--- src/rtl/aig_bist_pkg.sv ---
// Shared types and defaults for the AIG BIST driver and its MISR.
package aig_bist_pkg;

  typedef enum logic [1:0] {
    ST_IDLE,
    ST_APPLY,
    ST_CAPTURE,
    ST_DONE
  } state_e;

  localparam logic [15:0] MISR_POLY_DEFAULT = 16'h1021;

endpackage

--- src/rtl/aig_misr.sv ---
// Multiple-input signature register: shift left, fold the MSB back through
// the tap polynomial, then xor in the parallel response word.
module aig_misr
  import aig_bist_pkg::*;
#(
  parameter int               N_OUT     = 16,
  parameter logic [N_OUT-1:0] MISR_POLY = N_OUT'(MISR_POLY_DEFAULT)
) (
  input  logic             clk,
  input  logic             rst,
  input  logic             load,
  input  logic [N_OUT-1:0] seed,
  input  logic             en,
  input  logic [N_OUT-1:0] d,
  output logic [N_OUT-1:0] q
);

  logic [N_OUT-1:0] q_q, q_d;

  // NOTE: assign the default first so every path writes q_d and no latch is inferred.
  always_comb begin
    q_d = q_q;
    if (load) begin
      q_d = seed;
    end else if (en) begin
      q_d = {q_q[N_OUT-2:0], 1'b0} ^ (q_q[N_OUT-1] ? MISR_POLY : '0) ^ d;
    end
  end

  // NOTE: sequential state uses non-blocking assignments only.
  always_ff @(posedge clk or posedge rst) begin
    if (rst) q_q <= '0;
    else     q_q <= q_d;
  end

  assign q = q_q;

endmodule

--- src/rtl/aig_bist_driver.sv ---
// Exhaustive stimulus driver for a combinational AIG circuit: walks every
// input vector, compacts the responses in a MISR and compares to a golden value.
module aig_bist_driver
  import aig_bist_pkg::*;
#(
  parameter int               N_IN      = 6,
  parameter int               N_OUT     = 16,
  parameter int               SETTLE    = 1,
  parameter logic [N_OUT-1:0] MISR_POLY = N_OUT'(MISR_POLY_DEFAULT),
  parameter logic [N_OUT-1:0] MISR_SEED = '0
) (
  input  logic             clk,
  input  logic             rst,
  input  logic             start,
  input  logic             abort,
  input  logic [N_OUT-1:0] golden,
  output logic [N_IN-1:0]  dut_x,
  input  logic [N_OUT-1:0] dut_f,
  output logic             busy,
  output logic             done,
  output logic [N_OUT-1:0] signature,
  output logic             pass
);

  localparam int              SW         = (SETTLE > 0) ? $clog2(SETTLE + 1) : 1;
  localparam logic [SW-1:0]   SETTLE_END = SW'(SETTLE);
  // One spare bit so the last-vector compare can never alias a wrapped count.
  localparam logic [N_IN:0]   LAST_VEC   = {1'b0, {N_IN{1'b1}}};

  state_e           state_q, state_d;
  logic [N_IN:0]    vec_q, vec_d;
  logic [SW-1:0]    settle_q, settle_d;
  logic [N_OUT-1:0] sig_q, sig_d;
  logic             pass_q, pass_d;
  logic             misr_load, misr_en;
  logic [N_OUT-1:0] misr_q;

  aig_misr #(
    .N_OUT     (N_OUT),
    .MISR_POLY (MISR_POLY)
  ) u_misr (
    .clk  (clk),
    .rst  (rst),
    .load (misr_load),
    .seed (MISR_SEED),
    .en   (misr_en),
    .d    (dut_f),
    .q    (misr_q)
  );

  always_comb begin
    state_d   = state_q;
    vec_d     = vec_q;
    settle_d  = settle_q;
    sig_d     = sig_q;
    pass_d    = pass_q;
    misr_load = 1'b0;
    misr_en   = 1'b0;
    case (state_q)
      ST_IDLE: begin
        if (start) begin
          state_d   = ST_APPLY;
          vec_d     = '0;
          settle_d  = '0;
          misr_load = 1'b1;
        end
      end
      ST_APPLY: begin
        if (abort)                       state_d  = ST_IDLE;
        else if (settle_q == SETTLE_END) state_d  = ST_CAPTURE;
        else                             settle_d = settle_q + 1'b1;
      end
      ST_CAPTURE: begin
        if (abort) begin
          state_d = ST_IDLE;
        end else begin
          misr_en = 1'b1;
          if (vec_q == LAST_VEC) begin
            state_d = ST_DONE;
          end else begin
            vec_d    = vec_q + 1'b1;
            settle_d = '0;
            state_d  = ST_APPLY;
          end
        end
      end
      ST_DONE: begin
        sig_d   = misr_q;
        pass_d  = (misr_q == golden);
        state_d = ST_IDLE;
      end
      default: state_d = ST_IDLE;
    endcase
  end

  always_ff @(posedge clk or posedge rst) begin
    if (rst) begin
      state_q  <= ST_IDLE;
      vec_q    <= '0;
      settle_q <= '0;
      sig_q    <= '0;
      pass_q   <= 1'b0;
    end else begin
      state_q  <= state_d;
      vec_q    <= vec_d;
      settle_q <= settle_d;
      sig_q    <= sig_d;
      pass_q   <= pass_d;
    end
  end

  // The DONE cycle shows the fresh result; pass reads low while a run is in flight.
  assign dut_x     = vec_q[N_IN-1:0];
  assign busy      = (state_q == ST_APPLY) || (state_q == ST_CAPTURE);
  assign done      = (state_q == ST_DONE);
  assign signature = done ? misr_q : sig_q;
  assign pass      = done ? (misr_q == golden) : ((state_q == ST_IDLE) && pass_q);

endmodule

--- config.mk ---
export PLATFORM = sky130hd
export DESIGN_NAME = aig_bist_driver
export DESIGN_NICKNAME = d
export VERILOG_FILES = /design/src/rtl/aig_bist_pkg.sv /design/src/rtl/aig_misr.sv /design/src/rtl/aig_bist_driver.sv
export SDC_FILE = /design/constraint.sdc
export NUM_CORES = 1
export LEC_CHECK = 0
export BUFFER_PORTS_ARGS = -buffer_cell sky130_fd_sc_hd__buf_2
export CORE_ASPECT_RATIO = 0.9
export CORE_MARGIN = 4
export CORE_UTILIZATION = 57
export CTS_CLUSTER_DIAMETER = 150
export CTS_CLUSTER_SIZE = 24
export DETAILED_ROUTE_END_ITERATION = 16
export GPL_ROUTABILITY_DRIVEN = 0
export PLACE_DENSITY_LB_ADDON = 0.1
export SYNTH_ARGS = -nofsm -noshare
export SYNTH_HDL_FRONTEND = slang
export SYNTH_HIERARCHICAL = 1
export SYNTH_SLANG_ARGS = --single-unit
--- constraint.sdc ---
create_clock -name clk -period 3.7 [get_ports clk]
set_input_delay 0.74 -clock clk [delete_from_list [all_inputs] [get_ports clk]]
set_output_delay 0.74 -clock clk [all_outputs]
set_load 0.005 [all_outputs]
Yosys cells after proc, flatten, opt, wreduce, memory -nomap -nowiden

Cells that the tools add are included.

Bits in latches: 0
Register bits after elaboration: 43
Output and inout port bits: 25
Bits in read-only memories: 0
Memory bits (writable): 0
Memories: 0
Input port bits: 36

Equal/unequal tests: 10
Div/mod/pow operators: 0
Mux-type cells: 25
$add $sub $neg: 2
Reduce and logical (&&, ||, !) cells: 9
Bitwise logic cells: 2
Shift operators: 0
Magnitude comparators: 0
Multiply operators: 0

Operators with widths:

| kind                                                                   | count |
|---|---|
| 16-bit two-way mux                                                     | 3 |
| 16-bit bitwise XOR                                                     | 2 |
| 7-bit two-way mux                                                      | 3 |
| 16-bit equality test                                                   | 1 |
| 7-bit case mux with 2 select lines                                     | 1 |
| 13-bit two-way mux                                                     | 1 |
| 1-bit two-way mux                                                      | 10 |
| 2-bit two-way mux                                                      | 5 |
| 2-bit inequality test (second input constant)                          | 4 |
| 2-bit case mux with 4 select lines                                     | 1 |
| 7-bit by 1-bit adder with 7-bit output (second input constant)         | 1 |
| 7-bit by 6-bit equality test with 1-bit output (second input constant) | 1 |
| 5-bit AND reduction                                                    | 1 |
| 2-bit equality test (second input constant)                            | 2 |
| 4-bit AND reduction                                                    | 1 |
| 2-bit nonzero test                                                     | 2 |
| 3-bit inequality test (second input constant)                          | 1 |
| 1-bit case mux with 3 select lines                                     | 1 |
| 3-bit nonzero test                                                     | 1 |
| 2-bit by 1-bit equality test with 1-bit output (second input constant) | 1 |
| 2-bit zero test                                                        | 1 |
| 2-bit AND reduction                                                    | 1 |
| 1-bit adder (second input constant)                                    | 1 |
| 1-bit logical AND                                                      | 1 |
| 1-bit logical OR                                                       | 1 |

Logic depth before layout (Yosys ltp)

Gate-level depths: netlist of the first run.

Word-level depth: 5
Mapped depth: 7
Mapped depth without buffers: 6

Modules after synthesis

Netlist of the first run, hierarchy kept.

Modules (own cells, without submodules):

| module          | instances | cells each | area an instance (um2) |
|---|---|---|---|
| aig_bist_driver | 1         | 136        | 1510.2 |
| aig_misr        | 1         | 93         | 920.9 |

Least setup slack after synthesis of the first run

Ideal clock, no wire load.

Path kind: input port to output port
Start point: in golden[0]
End point: out pass
Cell stages on the path: 4
Setup slack: 1515 ps
Data arrival time: 1445 ps
Required time: 2960 ps
Buffers on the path: 0
Path through: xor2_1 > nor4_1 > nand4_1 > o21ai_0

Word-level cells in the longest chain between the ends: 2

RTL lines:

| what                 | line                   | source |
|---|---|---|
| from (decl)          | aig_bist_driver.sv:16  | `input logic [N_OUT-1:0] golden,` |
| 16-bit equality test | aig_bist_driver.sv:117 | `assign pass = done ? (misr_q == golden) : ((state_q == ST_IDLE) && pass_q);` |
| 1-bit two-way mux    | aig_bist_driver.sv:117 |  |
| to (decl)            | aig_bist_driver.sv:22  | `output logic pass` |

Every way passes these cells.

Worst setup path in the final report of the first run

Start point: reg state_q[0]
End point: out signature[13]

Word-level cells in the longest chain between the ends: 2

RTL lines:

| what                   | line                   | source |
|---|---|---|
| from (decl)            | aig_bist_driver.sv:30  | `state_e state_q, state_d;` |
| from (signal assigned) | aig_bist_driver.sv:104 | `state_q <= state_d;` |
| 2-bit equality test    | aig_bist_driver.sv:115 | `assign done = (state_q == ST_DONE);` |
| 16-bit two-way mux     | -                      |  |
| to (decl)              | aig_bist_driver.sv:21  | `output logic [N_OUT-1:0] signature,` |

Every way passes these cells.

==> results.yml, run 1 <==
floorplan:
  core_area_um2: 4100
  io_pins: 61
  start_util_pct: 59.3
  dieWidth_um: 76.8
  rows: 22
  dieArea_um2: 5380
  die_y_um: 70.0
yosys:
  synth_edf_count: 0
  synth_area_per_cell_um2: 10.6
  synth.distinct_cells: 41
  synth_mux_area_share_pct: 14.1
  synth-main-ff-cell: "dfrtp_1"
  synth_compound_area_share_pct: 10.7
  ys_async_sr_fraction_pct: 100
  synth_top_area_share_pct: 44.3
  yosys-top-cells-area: "dfrtp_1, xor2_1, mux2_2"
  ys_seq_area_share_pct: 44.3
  synth_warnings: 6
  synth-xor-area-share_pct: 11.5
  synthCells: 229
  yosys.area_share.simple_pct: 11.2
  synth_top_family_by_area: "multiplexers"
  yosysTopAreaCell: "dfrtp_1"
  synthAdderAreaFrac_pct: 2.57
  ys_ff_latch: 43
  synth_area_um2: 2430
detailed_routing:
  drt_wl_total_um: 5060
  drtIter0Drc: 95
  firstDrtPassIters: 4
  drc: 0
  via_per_inst: 5.23
  final_antenna_net_count: 0
  wl_per_cell_um: 14.6
  num_vias: 1814
worst_setup_path:
  crit_fanout: 14
  endpoint_kind: "primary output"
  r2r_start: "state_q[0]$_DFFE_PP0P_"
  worstPathRequired_ns: 2.96
  criticalPathCategory: "flip-flop to primary output"
  crit_slowest_cell: "ha_1"
  crit_path_start_kind: "flip-flop"
  max_stage_delay_ns: 0.63
  timing.rr.end: "u_misr/q[5]$_DFFE_PP0P_"
  reg2reg_depth: 7
  crit_path_cell_trace: "ha_1 > buf_4 > mux2_2 > buf_2"
  r2r_slack_ns: 1.76
  arrival_ns: 2.12
timing:
  fin_crit_ns: 2.86
  finalHoldViolCount: 0
  fmax_ghz: 0.349
  worst_slack_ns: 0.835
  grt_setup_unrepaired: "false"
  tns_ns: 0
  fin_crit_sh_pct: 77.4
  finalSetupViolCount: 0
  tightest_slew_ns: 1.12
  relSlewSlack_pct: 25.5
  fin_skew_ns: 0.00187
  slew_viol_final: 0
clocking:
  htreeDepth: 2
  clockBufferDepth: 2
  clkTransAtPathRegs_ns: 0.08
  ctsResizeCount: 0
  clk_latency_ns: 0.29
  cts_hold_buffers: 0
  cts_tree: "done"
  cts_root_buffer: "clkbuf_8"
  postCtsSetupBuffers: 0
  cts.sinks: 43
  cts_made_buffers: 5
grt:
  grt_pass1_vias: 1739
  antenna_found_initial: 0
  grt_overflow_total: 0
  grt_start_max_net_pins: 37
  grt_pass1_wl_um: 8390
  grtUsageTotal_pct: 19.8
cells_and_area:
  finish.utilization_pct: 69.7
  layout-area-overhead-vs-synth_pct: 17.7
  fillerInstances: 339
  final_nets: 340
  antenna_cells: 0
  layout-drive-gt1-share_pct: 30.8
  design_area_um2: 2860
hold_path:
  min-delay-start: "sig_q[4]$_DFF_PP0_"
  worstHoldPathType: "flip-flop to flip-flop"
  min_to: "sig_q[4]$_DFF_PP0_"
  hold_depth: 1
power:
  vdd_ir_drop_max_mv: 0.357
  leakage_nw: 1.38
  powerDensity_nw_per_um2: 663
  p_total_mw: 1.90
placed_design:
  post-place-ws_ns: 1.02
  placed_area_um2: 2770
  io_buffers: 60
  hpwlAfterDp_um: 3570
outcome:
  status: "complete, no violations"
run:
  cap_violations: 0
worst max-delay path, delay by kind of cell (launching register included):
| kind | cells | cell delay, ns |
|---|---|---|
| adder cells (fa/ha/maj) | 1 | 0.63 |
| buffers and inverters | 2 | 0.43 |
| flip-flops | 1 | 0.40 |
| multiplexers | 1 | 0.36 |
synth_stat cells (4+ instances only):
cell type  number
inv_1          10
mux2i_1        15
ha_1            5
nand3_1         5
nand2_1        17
o21ai_1        15
o21ai_0         4
nand2b_1        4
nand3b_1        4
buf_4           8
nor3_1          4
dfrtp_1        43
mux2_2         17
xor2_1         31
nor2_1          6
cell type report:
cell class                      instances  area [um2]  area share [%]
Clock buffer                            6        82.6            2.89
Tap cell                               48        60.1            2.10
Clock inverter                          1        5.00           0.175
Sequential cell                        43        1080            37.6
Inverter                               10        37.5            1.31
Multi-Input combinational cell        176        1280            44.6
Timing Repair Buffer                   63         323            11.3
per-stage QoR:
stage,cells,hold WS [ns]
finish,347,0.500
global route,347,0.516
CTS,347,0.503
detailed placement,340,0.483
global placement,340,0.475
floorplan,244,0.469
routing by layer:
layer | wire (um) | vias to the layer above | GRT usage (%)
li1 | - | 907 | -
met1 | 2480 | 847 | 28.0
met2 | 2250 | 50 | 30.4
met3 | 256 | 10 | 3.99
met4 | 78 | 0 | 6.64
met5 | 0 | - | 0
report_power, final:
group          internal (mW)  switching [mW]
clock network          0.147           0.162
registers              0.649           0.167
logic                  0.387           0.385
total                   1.18           0.713
sequential cells by signal, summed over array words and instances, names as in the netlist:
signal and count:
state_q 2, settle_q 1, pass_q 1, vec_q 7
u_misr/q 16, sig_q 16
how the worst max path moves through the flow:
stage                           start       endpoint  slack [ns]  depth (start not counted)
3_3_place_gp                golden[2]           pass        1.03                          6
5_1_grt        state_q[0]$_DFFE_PP0P_           pass        0.71                          5
3_5_place_dp                golden[2]           pass        1.02                          6
2_1_floorplan               golden[0]           pass        1.51                          4
6_report       state_q[0]$_DFFE_PP0P_  signature[13]        0.84                          4
4_1_cts        state_q[0]$_DFFE_PP0P_  signature[13]        0.84                          4
layout by cell type, fill, tap and decap left out, types with 3 or more instances in the layout:
cell,instances
dfrtp_1,43
clkbuf_8,6
a21oi_1,3
conb_1,16
nand2_1,17
mux2i_1,15
ha_1,5
nand3_1,5
o22ai_1,3
o21ai_1,15
nand2b_1,4
nor4_1,3
mux2_2,17
nand3b_1,4
nor2_1,6
o21ai_0,4
buf_2,60
buf_4,3
nor3_1,4
xor2_1,31
inv_1,10
logic make-up after synthesis:
family                     count (synthesis)
xor gates and xnor gates                  32
buffers and inverters                     25
AOI/OAI and AO/OA                         39
DFF                                       43
other                                      1
and+or+nand+nor                           52
muxes                                     32
adders and majority gates                  5
No activity file was read; power rests on OpenSTA's default activity.
==> inputs of run 2 (changes only) <==
--- a/config.mk
+++ b/config.mk
@@ -5,10 +5,11 @@
 export SDC_FILE = /design/constraint.sdc
 export NUM_CORES = 1
 export LEC_CHECK = 0
+export ABC_AREA = 1
 export BUFFER_PORTS_ARGS = -buffer_cell sky130_fd_sc_hd__buf_2
 export CORE_ASPECT_RATIO = 0.9
 export CORE_MARGIN = 4
-export CORE_UTILIZATION = 57
+export CORE_UTILIZATION = 49
 export CTS_CLUSTER_DIAMETER = 150
 export CTS_CLUSTER_SIZE = 24
 export DETAILED_ROUTE_END_ITERATION = 16
==> constraint.sdc (replaced) <==
create_clock -name clk -period 2.3 [get_ports clk]
set_input_delay 0.46 -clock clk [delete_from_list [all_inputs] [get_ports clk]]
set_output_delay 0.46 -clock clk [all_outputs]
set_load 0.005 [all_outputs]
==> results.yml, run 2 <==
outcome:
  status: "complete, no violations"
timing:
  fin_skew_ns: 0.00603
  fmax_ghz: 0.467
  tns_ns: 0
  fin_crit_ns: 2.14
  finalSetupViolCount: 0
  finalHoldViolCount: 0
  grt_setup_unrepaired: "false"
  slew_viol_final: 0
  fin_crit_sh_pct: 93.1
  worst_slack_ns: 0.158
  relSlewSlack_pct: 55.8
  tightest_slew_ns: 0.662
detailed_routing:
  drc: 0
  drtIter0Drc: 104
  drt_wl_total_um: 5860
  wl_per_cell_um: 13.0
  num_vias: 2164
  final_antenna_net_count: 0
  firstDrtPassIters: 4
  via_per_inst: 4.79
placed_design:
  post-place-ws_ns: 0.226
  placed_area_um2: 2920
  dp_cells: 444
  hpwlAfterDp_um: 4510
  io_buffers: 60
cells_and_area:
  final_cells: 452
  fillerInstances: 456
  finish.utilization_pct: 61.0
  design_area_um2: 3020
  layout-area-overhead-vs-synth_pct: 17.2
  antenna_cells: 0
  final_cell_mix: "nand2_1, buf_2, dfrtp_1"
  final_nets: 427
  final_common_cell: "nand2_1"
  layout-drive-gt1-share_pct: 26.9
yosys:
  synth_area_um2: 2580
  ys_async_sr_fraction_pct: 100
  synth_compound_area_share_pct: 14.7
  synthAdderAreaFrac_pct: 2.43
  synth_top_area_share_pct: 41.7
  synth-xor-area-share_pct: 7.14
  yosys-top-cells-area: "dfrtp_1, nand2_1, xnor2_1"
  synth_edf_count: 0
  synth.distinct_cells: 28
  ys_seq_area_share_pct: 41.7
  ys_ff_latch: 43
  ys_top_cells_by_count: "nand2_1, dfrtp_1, inv_1"
  synth_top_family_by_area: "simple AND/OR/NAND/NOR gates"
  synthCells: 316
  yosysTopAreaCell: "dfrtp_1"
  yosys.area_share.simple_pct: 23.3
  synthMostInstantiatedCell: "nand2_1"
  synth_area_per_cell_um2: 8.16
  synth-main-ff-cell: "dfrtp_1"
  synth_warnings: 6
  synth_mux_area_share_pct: 0
clocking:
  cts_tree: "done"
  clk_latency_ns: 0.30
  clockBufferDepth: 2
  cts_root_buffer: "clkbuf_8"
  cts_hold_buffers: 0
  cts_made_buffers: 5
  htreeDepth: 2
  cts.sinks: 43
  clkTransAtPathRegs_ns: 0.08
grt:
  grt_pass1_vias: 2046
  grtUsageTotal_pct: 19.2
  grt_start_max_net_pins: 28
  antenna_found_initial: 0
  grt_pass1_wl_um: 9950
  grt_overflow_total: 0
run:
  cap_violations: 0
worst_setup_path:
  crit_path_start_kind: "flip-flop"
  reg2reg_depth: 7
  arrival_ns: 1.68
  r2r_slack_ns: 0.48
  crit_fanout: 19
  worstPathRequired_ns: 1.84
  criticalPathCategory: "flip-flop to primary output"
  endpoint_kind: "primary output"
floorplan:
  io_pins: 61
  dieArea_um2: 6490
  die_y_um: 76.8
  rows: 24
  start_util_pct: 52.0
  dieWidth_um: 84.5
  core_area_um2: 4950
hold_path:
  worstHoldPathType: "input pin to asynchronous set/reset pin"
power:
  vdd_ir_drop_max_mv: 0.593
  leakage_nw: 1.62
  powerDensity_nw_per_um2: 1140
[run 2: changes by cell type after synthesis, moves of 10 or more]
cell and change:
mux2_2 -17, a22oi_2 +10, nand2_1 +86, xnor2_1 +18, mux2i_1 -15, inv_1 +27
o21ai_2 +10, xor2_1 -29
[run 2: metrics by stage]
step | power [mW] | hold slack (ns)
after floorplan | 2.50 | 0.374
after global routing | 3.76 | 0.254
after global placement | 2.93 | 0.450
final | 3.44 | 0.221
after CTS | 3.48 | 0.234
after detailed placement | 2.96 | 0.454
[run 2: final timing paths]
path | startpoint | endpoint
setup / recovery | state_q[1]$_DFFE_PP0P_ | signature[7]
hold / removal | rst | sig_q[14]$_DFF_PP0_
setup reg to reg | state_q[0]$_DFFE_PP0P_ | u_misr/q[10]$_DFFE_PP0P_
hold reg to reg | sig_q[10]$_DFF_PP0_ | sig_q[10]$_DFF_PP0_
max in group asynchronous | rst | u_misr/q[14]$_DFFE_PP0P_
min in group clk | dut_f[7] | u_misr/q[7]$_DFFE_PP0P_
[run 2: critical path, stage by stage (launching register included)]
cell	delay (ns)
dfrtp_1	0.43
ha_4	0.23
inv_4	0.10
buf_4	0.18
o21ai_0	0.26
buf_2	0.17
[run 2: logic make-up (layout without fill, tap and decap cells)]
| logic type | Yosys count | after routing |
|---|---|---|
| adder cells (fa/ha/maj) | 5 | 5 |
| other | 1 | 16 |
| XOR/XNOR | 21 | 21 |
| AND/OR/NAND/NOR | 141 | 141 |
| flip-flops | 43 | 43 |
| AO/OA/AOI/OAI | 49 | 49 |
| buffers and inverters | 56 | 112 |
[run 2: timing repair]
action / 4_1_cts / 5_1_grt
setup endpoints to repair: 5 / 5
setup buffers: 0 / 0
gates resized for setup: 2 / 2
endpoints found under the hold margin: 0 / 0
[run 2: routing by layer]
| layer | GRT usage (%) | wire [um] | vias up |
|---|---|---|---|
| met4 | 5.85 | 92 | 0 |
| met2 | 27.9 | 2540 | 63 |
| met5 | 0 | 0 | - |
| li1 | - | - | 1113 |
| met3 | 3.75 | 333 | 9 |
| met1 | 28.8 | 2900 | 979 |
[run 2: area by class of cell]
class	count	area, um2	area share (%)
Sequential cell	43	1080	35.6
Clock inverter	3	20.0	0.663
Tap cell	65	81.3	2.69
Clock buffer	5	68.8	2.28
Inverter	41	156	5.18
Timing Repair Buffer	63	323	10.7
Multi-Input combinational cell	232	1300	42.9
[run 2: power by group]
group	switching [mW]	internal (mW)	leakage, nW
clock	0.286	0.212	0.0402
combinational	0.884	0.692	1.03
sequential	0.306	1.06	0.553
total	1.48	1.97	1.62
